===== src/rtl/onchip_mem_arbiter.sv =====
// onchip_mem_arbiter
// Round-robin arbiter letting two Avalon-MM masters (port 0 = CPU data master,
// port 1 = DMA/accelerator) share one single-port on-chip RAM. The grant is
// combinational in the request cycle. A master may hold a short lock for atomic
// sequences. Read data returns exactly one cycle after acceptance through the
// owning port's readdatavalid.
// Optional feature: define ONCHIP_MEM_ARB_PERF_EN to add the perf_clr input and
// the saturating stall counters perf_stall0/perf_stall1.

module onchip_mem_arbiter #(
   parameter int ADDR_W   = 13,
   parameter int DATA_W   = 32,
   parameter int BE_W     = 4,
   parameter int MAX_LOCK = 16
) (
   input  logic              clk,
   input  logic              reset_n,
   input  logic              hold,

   input  logic [ADDR_W-1:0] m0_address,
   input  logic [BE_W-1:0]   m0_byteenable,
   input  logic              m0_read,
   input  logic              m0_write,
   input  logic [DATA_W-1:0] m0_writedata,
   input  logic              m0_lock,
   output logic              m0_waitrequest,
   output logic [DATA_W-1:0] m0_readdata,
   output logic              m0_readdatavalid,

   input  logic [ADDR_W-1:0] m1_address,
   input  logic [BE_W-1:0]   m1_byteenable,
   input  logic              m1_read,
   input  logic              m1_write,
   input  logic [DATA_W-1:0] m1_writedata,
   input  logic              m1_lock,
   output logic              m1_waitrequest,
   output logic [DATA_W-1:0] m1_readdata,
   output logic              m1_readdatavalid,

   output logic [ADDR_W-1:0] mem_address,
   output logic [BE_W-1:0]   mem_byteenable,
   output logic              mem_chipselect,
   output logic              mem_write,
   output logic [DATA_W-1:0] mem_writedata,
   input  logic [DATA_W-1:0] mem_readdata
`ifdef ONCHIP_MEM_ARB_PERF_EN
   ,
   input  logic              perf_clr,
   output logic [31:0]       perf_stall0,
   output logic [31:0]       perf_stall1
`endif
);

   localparam int LOCK_W = $clog2(MAX_LOCK + 1);

   typedef enum logic [1:0] {
      IDLE = 2'd0,
      OWN0 = 2'd1,
      OWN1 = 2'd2
   } state_t;

   state_t            state;
   state_t            state_next;
   logic              last_grant;
   logic              last_grant_next;
   logic [LOCK_W-1:0] lock_cnt;
   logic [LOCK_W-1:0] lock_cnt_next;
   logic [LOCK_W-1:0] lock_cnt_inc;
   logic              rd_pend;
   logic              rd_pend_next;
   logic              rd_owner;
   logic              rd_owner_next;

   logic              req0;
   logic              req1;
   logic              grant0;
   logic              grant1;
   logic              granted;
   logic              grant_sel;
   logic              sel_read;
   logic              sel_write;
   logic              sel_lock;
   logic              accept_read;

   assign req0 = m0_read | m0_write;
   assign req1 = m1_read | m1_write;

   // Pick at most one port to serve this cycle: the lock owner only while a
   // tenure is open, otherwise whichever port asks, alternating on a tie.
   always_comb begin
      grant0 = 1'b0;
      grant1 = 1'b0;
      if (reset_n && !hold) begin
         case (state)
            OWN0: begin
               grant0 = req0;
            end
            OWN1: begin
               grant1 = req1;
            end
            default: begin
               if (req0 && req1) begin
                  grant0 = last_grant;
                  grant1 = ~last_grant;
               end else begin
                  grant0 = req0;
                  grant1 = req1;
               end
            end
         endcase
      end
   end

   assign granted   = grant0 | grant1;
   assign grant_sel = grant1;

   assign sel_read    = grant_sel ? m1_read  : m0_read;
   assign sel_write   = grant_sel ? m1_write : m0_write;
   assign sel_lock    = grant_sel ? m1_lock  : m0_lock;
   assign accept_read = granted & sel_read & ~sel_write;

   assign mem_chipselect = granted;
   assign mem_write      = granted & sel_write;
   assign mem_address    = grant_sel ? m1_address    : m0_address;
   assign mem_byteenable = grant_sel ? m1_byteenable : m0_byteenable;
   assign mem_writedata  = grant_sel ? m1_writedata  : m0_writedata;

   assign m0_waitrequest = ~grant0;
   assign m1_waitrequest = ~grant1;

   assign m0_readdata      = mem_readdata;
   assign m1_readdata      = mem_readdata;
   assign m0_readdatavalid = rd_pend & ~rd_owner;
   assign m1_readdatavalid = rd_pend &  rd_owner;

   // Next-state logic: open, extend or close a lock tenure on every accepted
   // transfer, and release an owner that goes quiet without holding its lock.
   // lock_cnt counts transfers already taken in the tenure, so lock_cnt_inc is
   // the count including the one being accepted now.
   always_comb begin
      state_next      = state;
      last_grant_next = last_grant;
      lock_cnt_next   = lock_cnt;
      lock_cnt_inc    = lock_cnt + 1'b1;
      rd_pend_next    = accept_read;
      rd_owner_next   = accept_read ? grant_sel : rd_owner;

      if (granted) begin
         last_grant_next = grant_sel;
         if (!sel_lock) begin
            state_next    = IDLE;
            lock_cnt_next = '0;
         end else if (lock_cnt_inc == LOCK_W'(MAX_LOCK)) begin
            state_next    = IDLE;
            lock_cnt_next = '0;
         end else begin
            state_next    = grant_sel ? OWN1 : OWN0;
            lock_cnt_next = lock_cnt_inc;
         end
      end else if (!hold) begin
         if (state == OWN0 && !req0 && !m0_lock) begin
            state_next    = IDLE;
            lock_cnt_next = '0;
         end else if (state == OWN1 && !req1 && !m1_lock) begin
            state_next    = IDLE;
            lock_cnt_next = '0;
         end
      end
   end

   // State register; reset forgets any read in flight and lets port 0 win the
   // first tie.
   always_ff @(posedge clk or negedge reset_n) begin
      if (!reset_n) begin
         state      <= IDLE;
         last_grant <= 1'b1;
         lock_cnt   <= '0;
         rd_pend    <= 1'b0;
         rd_owner   <= 1'b0;
      end else begin
         state      <= state_next;
         last_grant <= last_grant_next;
         lock_cnt   <= lock_cnt_next;
         rd_pend    <= rd_pend_next;
         rd_owner   <= rd_owner_next;
      end
   end

`ifndef SYNTHESIS
   // A master raising read and write together is a protocol error; the write
   // is served and the read dropped.
   a_m0_rw_exclusive : assert property (@(posedge clk) disable iff (!reset_n)
      !(m0_read && m0_write));
   a_m1_rw_exclusive : assert property (@(posedge clk) disable iff (!reset_n)
      !(m1_read && m1_write));
`endif

`ifdef ONCHIP_MEM_ARB_PERF_EN
   logic stall0;
   logic stall1;

   assign stall0 = req0 & m0_waitrequest;
   assign stall1 = req1 & m1_waitrequest;

   // Saturating stall counters; a clear request overrides a same-cycle count.
   always_ff @(posedge clk or negedge reset_n) begin
      if (!reset_n) begin
         perf_stall0 <= '0;
         perf_stall1 <= '0;
      end else if (perf_clr) begin
         perf_stall0 <= '0;
         perf_stall1 <= '0;
      end else begin
         if (stall0 && (perf_stall0 != 32'hFFFF_FFFF)) begin
            perf_stall0 <= perf_stall0 + 32'd1;
         end
         if (stall1 && (perf_stall1 != 32'hFFFF_FFFF)) begin
            perf_stall1 <= perf_stall1 + 32'd1;
         end
      end
   end
`endif

endmodule

===== config.mk =====
export PLATFORM = sky130hd
export DESIGN_NAME = onchip_mem_arbiter
export DESIGN_NICKNAME = d
export VERILOG_FILES = /design/src/rtl/onchip_mem_arbiter.sv
export SDC_FILE = /design/constraint.sdc
export NUM_CORES = 1
export LEC_CHECK = 0
export ABC_AREA = 1
export CAP_MARGIN = 20
export CELL_PAD_IN_SITES_DETAIL_PLACEMENT = 0
export CELL_PAD_IN_SITES_GLOBAL_PLACEMENT = 1
export CORE_AREA = 10 10 92 94
export CTS_BUF_LIST = sky130_fd_sc_hd__clkbuf_2 sky130_fd_sc_hd__clkbuf_4 sky130_fd_sc_hd__clkbuf_8
export DETAILED_ROUTE_END_ITERATION = 16
export DIE_AREA = 0 0 102 104
export DONT_BUFFER_PORTS = 1
export PLACE_DENSITY = 0.7
export REMOVE_ABC_BUFFERS = 1
export SETUP_SLACK_MARGIN = 0.4
export SLEW_MARGIN = 10
export SYNTH_ARGS = -nofsm -noshare
export SYNTH_HDL_FRONTEND = slang
export SYNTH_SLANG_ARGS = --single-unit

===== constraint.sdc =====
create_clock -name clk -period 3.08 [get_ports clk]
set_input_delay 0.308 -clock clk [delete_from_list [all_inputs] [get_ports clk]]
set_output_delay 0.308 -clock clk [all_outputs]
set_load 0.005 [all_outputs]

==> impl_metrics.toml, run 1 <==
[worst_setup_path]
r2r-start = "state[0]"
arrival_ns = 2.16
cp-end-kind = "output port"
path_buf_inv = 2
crit_path_start_kind = "register"
r2r_cells = 8
reg2reg_to = "state[1]"
crit_chain = "inv_1, ha_1, or2_1, nand3_4, buf_4, nand2_1, nand2_1"
required_ns = 2.77
critical-path-slowest-cell = "dfrtp_1"
critical_path_class = "reg2out"
cp_top_family = "simple AND/OR/NAND/NOR gates"
reg2reg_slack_ns = 1.18
worstSetupStartpoint = "state[0]"
cp_max_fo = 32
cpPeakStageDelay_ns = 0.36
cpMostUsedCell = "nand2_1"

[floorplanning]
core_sq_um = 6680
die_area_sq_um = 10600
placementRows = 30
die_width_um = 102
start_util = 0.266
io-pin-count = 258
fp.dieH_um = 104

[yosys]
synth_area_sq_um = 1780
synth_top_area_frac = 0.358
yosys.area.top_type = "nand2_1"
synth.area.top_cells = "nand2_1 36%, buf_4 29%, dfrtp_1 13%"
ys_types = 22
ys_seq_area_frac = 0.141
synth-seq-cells = 10
syn_avg_cell_area_sq_um = 5.60
postSynthCellCount = 318
yosysWarnings = 0

[timing]
setup_violations = 0
fin_tns_setup_ns = 0
hold_viol = 0
fin_skew_ns = 0.00391
fin_crit_sh = 0.803
rsz0062_at_grt = "false"
drv_slew = 0
max_freq_mhz = 405
fin_ws_ns = 0.608
hold_slack_ns = 0.269
period_needed_ns = 2.47
tightest_slew_ns = 0.538
maxSlewHeadroom = 0.639

[routing]
drc_errors = 0
vias = 1650
drt_iter0_markers = 50
routed_via_density = 5.00
routed_wl_um = 7930
ant_nets = 0
wl_per_cell_um = 24.0
dr.pass1.iters = 4

[clock_tree]
path_clk_slew_ns = 0.05
insertion_delay_ns = 0.24
cts_buffers = 3
cts_tree = "yes"
cts_sinks = 10
clk_path_buf_depth = 2
post_cts_buffers = 0
cts_max_level = 1
root_buffer = "clkbuf_8"

[run_status]
status = "completed"

[power_and_ir_drop]
switching_share = 0.511
switching_power_w = 0.000473
power_density_nw_per_um2 = 655
power_frac_clock = 0.178
p_comb_frac = 0.589
ir_drop_v = 0.000351
seqPwrFrac = 0.234
power.internal_w = 0.000453
leakage_nw = 0.826

[worst_hold_path]
min_to = "rd_owner"
hold_start = "m1_write"
hold_path_class = "in2reg"
hold_depth = 3

[cells_and_area]
fin_nets = 393
mostFrequentLayoutCells = "170 x nand2_1, 17 x nand3_1, 14 x inv_1"
final_core_util = 0.212
drive_gt1_frac = 0.0600
area_growth_pct = -20.5
diodes = 0
final_common_cell = "nand2_1"

[run]
cap_violations = 0

[placed_design]
place_hpwl_um = 6830
place_ws_ns = 0.649
gp_congestion = 0.808
port_buffers = 0

[grt]
gr-usage-all-layers = 0.133
grt-ovfl-total = 0
grt_max_degree = 51
grt_pass1_wl_um = 10700
grt_pass1_vias = 1634
antenna_found_initial = 0
[cells in the mapped netlist]
library cell and count:
or2_2 1, buf_4 69, buf_2 5, o21ai_0 4
nand2_2 1, nand2_4 1, nor2_1 11, inv_2 2
inv_1 14, dfrtp_1 9, ha_1 3, dfstp_2 1
or2_1 1, nand4_1 3, nand2_1 170, nor2_4 1
nand3_4 1, a21oi_1 1, o21ai_1 1, nor2_2 1
nand3_1 17, nand3_2 1
[sequential cells by signal, indices dropped and copies added, names as in the netlist]
register,cells
last_grant,1
lock_cnt,5
rd_owner,1
rd_pend,1
state,2
[power groups by stage]
stage          Clock (W)  Sequential, W  Combinational [W]
2_1_floorplan          0       0.000209           0.000426
3_3_place_gp           0       0.000217           0.000546
3_5_place_dp           0       0.000218           0.000548
4_1_cts         0.000172       0.000216           0.000554
5_1_grt         0.000178       0.000223           0.000635
6_report        0.000165       0.000216           0.000545
[area by class of cell]
| cell class | count | area [sq um] |
|---|---|---|
| sequential | 10 | 251 |
| multi-input combinational | 218 | 926 |
| tap | 80 | 100 |
| timing repair buffer | 2 | 17.5 |
| fill | 794 | 5270 |
| clock buffer | 4 | 55.1 |
| inverter | 16 | 65.1 |
[logic make-up (layout without fill, tap and decap cells)]
| family | after synthesis | in the layout | share of synthesized area |
|---|---|---|---|
| flip-flops | 10 | 10 | 0.141 |
| AND/OR/NAND/NOR | 209 | 209 | 0.482 |
| buffers and inverters | 90 | 22 | 0.339 |
| AO/OA/AOI/OAI | 6 | 6 | 0.0169 |
| adder cells (fa/ha/maj) | 3 | 3 | 0.0211 |
[metal layers]
layer / vias up / track usage / wire length (um)
met3: 9 / 0.126 / 1680
li1: 763 / - / -
met2: 159 / 0.184 / 3260
met1: 717 / 0.144 / 2920
met4: 2 / 0.0181 / 40
met5: - / 0.0513 / 30
[stage by stage]
step / total power [W] / cell area, sq um / std cells
6_report: 0.000926 / 1420 / 330
5_1_grt: 0.00104 / 1420 / 330
4_1_cts: 0.000942 / 1410 / 330
3_5_place_dp: 0.000766 / 1350 / 325
3_3_place_gp: 0.000763 / 1350 / 325
2_1_floorplan: 0.000636 / 1240 / 244
[worst max path at each step]
stage	to	slack, ns	cells past startpoint
3_5_place_dp	mem_address[2]	0.65	9
5_1_grt	mem_byteenable[3]	0.42	7
4_1_cts	mem_address[9]	0.61	7
6_report	mem_byteenable[3]	0.61	7
2_1_floorplan	mem_address[0]	0.78	9
3_3_place_gp	mem_address[2]	0.69	9
[what timing repair did]
item	in CTS	in global routing
endpoints found under the hold margin	10	0
resized for setup	1	1
endpoints found under the setup margin	1	1
hold buffers	1	0
pin swaps	0	0
[tightest hold or removal path, delay by kind of cell]
| family | cells | cell delay, ns |
|---|---|---|
| simple gates | 2 | 0.12 |
| buf+inv | 1 | 0.03 |
Power figures use the tool's default switching activity.
==> run 2, diff against run 1 <==
==> constraint.sdc (replaced) <==
create_clock -name clk -period 2.6 [get_ports clk]
set_input_delay 0.26 -clock clk [delete_from_list [all_inputs] [get_ports clk]]
set_output_delay 0.26 -clock clk [all_outputs]
set_load 0.005 [all_outputs]
==> impl_metrics.toml, run 2 (synthesis gave the netlist of run 1 again) <==
[worst_setup_path]
crit_path_start_kind = "register"
arrival_ns = 1.84
cp-end-kind = "output port"
required_ns = 2.34
critical_path_class = "reg2out"
cp_max_fo = 39
cpPeakStageDelay_ns = 0.40
crit_end = "mem_writedata[10]"
reg2reg_to = "lock_cnt[0]"
crit_chain = "inv_2, ha_4, or2_4, nand3_4, buf_12, nand2_1, nand2_1"
r2r_cells = 11
worstSetupStartpoint = "state[0]"
cpMostUsedCell = "nand2_1"
reg2reg_slack_ns = 0.88
r2r-start = "state[0]"
critical-path-slowest-cell = "dfrtp_1"

[cells_and_area]
drive_gt1_frac = 0.123
area_growth_pct = -9.28
final_core_util = 0.242
largest_registers = "lock_cnt x5, state x2"
regMostFlops = "lock_cnt"
stdcell_area_sq_um = 1620
final_common_cell = "nand2_1"
mostFrequentLayoutCells = "168 x nand2_1, 17 x nand3_1, 13 x inv_1"
largest_register_ffs = 5
fin_nets = 404
diodes = 0

[placed_design]
place_ws_ns = 0.418
place_hpwl_um = 6990
dpl_cell_area_sq_um = 1370
port_buffers = 0
gp_congestion = 0.811

[grt]
antenna_found_initial = 0
grt-ovfl-total = 0
grt_pass1_vias = 1699
gr-usage-all-layers = 0.138
grt_pass1_wl_um = 11200
grt_max_degree = 40

[routing]
wl_per_cell_um = 25.4
routed_via_density = 5.11
ant_nets = 0
drt_iter0_markers = 77
dr.pass1.iters = 4
drc_errors = 0
vias = 1744
routed_wl_um = 8660

[clock_tree]
cts_tree = "yes"
clk_path_buf_depth = 2
cts_sinks = 10
cts_buffers = 3
insertion_delay_ns = 0.24
root_buffer = "clkbuf_8"
cts_max_level = 1
path_clk_slew_ns = 0.05

[worst_hold_path]
hold_depth = 3
hold_path_class = "in2reg"

[floorplanning]
fp.dieH_um = 104
die_area_sq_um = 10600
die_width_um = 102
start_util = 0.266
io-pin-count = 258
core_sq_um = 6680
placementRows = 30

[power_and_ir_drop]
leakage_nw = 0.908
ir_drop_v = 0.000330
power_density_nw_per_um2 = 822

[run]
cap_violations = 0

[timing]
fin_skew_ns = 0.00844
rsz0062_at_grt = "true"
maxSlewHeadroom = 0.626
period_needed_ns = 2.10
fin_crit_sh = 0.807
setup_violations = 0
hold_slack_ns = 0.208
drv_slew = 0
tightest_slew_ns = 0.557
fin_tns_setup_ns = 0
max_freq_mhz = 477
fin_ws_ns = 0.503
hold_viol = 0

[run_status]
status = "completed"
## run 2: how the worst min path moves through the flow
stage / startpoint / to / slack [ns]
detailed placement: reset_n / lock_cnt[0] / -0.04
finish: m1_write / rd_owner / 0.21
global placement: reset_n / lock_cnt[0] / -0.04
CTS: m1_write / rd_owner / 0.21
global route: m1_write / rd_owner / 0.23
floorplan: reset_n / lock_cnt[0] / -0.04
## run 2: power breakdown
part | internal, W | switching, W
Combinational | 0.000345 | 0.000545
Clock | 0.000118 | 0.0000594
Sequential | 0.000213 | 0.0000477
## run 2: critical path: cells and delay by family (launching register included)
family | cells | cell delay [ns]
and+or+nand+nor | 4 | 0.67
adders and majority gates | 1 | 0.20
buffers and inverters | 2 | 0.31
DFF | 1 | 0.40
## run 2: area by class of cell
class	count	area, sq um
multi-input cells	220	983
fillers	758	5070
repair buffers	11	164
clock buffers	4	48.8
inverters	16	67.6
well taps	80	100
flip-flops and latches	10	251
## run 2: repair_timing
item                       in CTS  in global routing
gates cloned                    2                  3
hold endpoints to repair       10                  0
buffers inserted                2                  3
setup endpoints to repair      50                 50
hold buffers                    1                  0
resized for setup               8                  9
pin swaps                       1                  2
## run 2: metrics by stage
stage               cells  total power [W]
detailed placement    326         0.000926
finish                341          0.00133
floorplan             244         0.000753
CTS                   335          0.00120
global route          341          0.00148
global placement      326         0.000915
## run 2: routing by layer
layer  vias to the layer above  track usage  wire length (um)
met5                         -       0.0513                30
met4                         2       0.0181                58
met3                        10        0.126              1820
met2                       168        0.191              3580
met1                       768        0.153              3170
li1                        796            -                 -
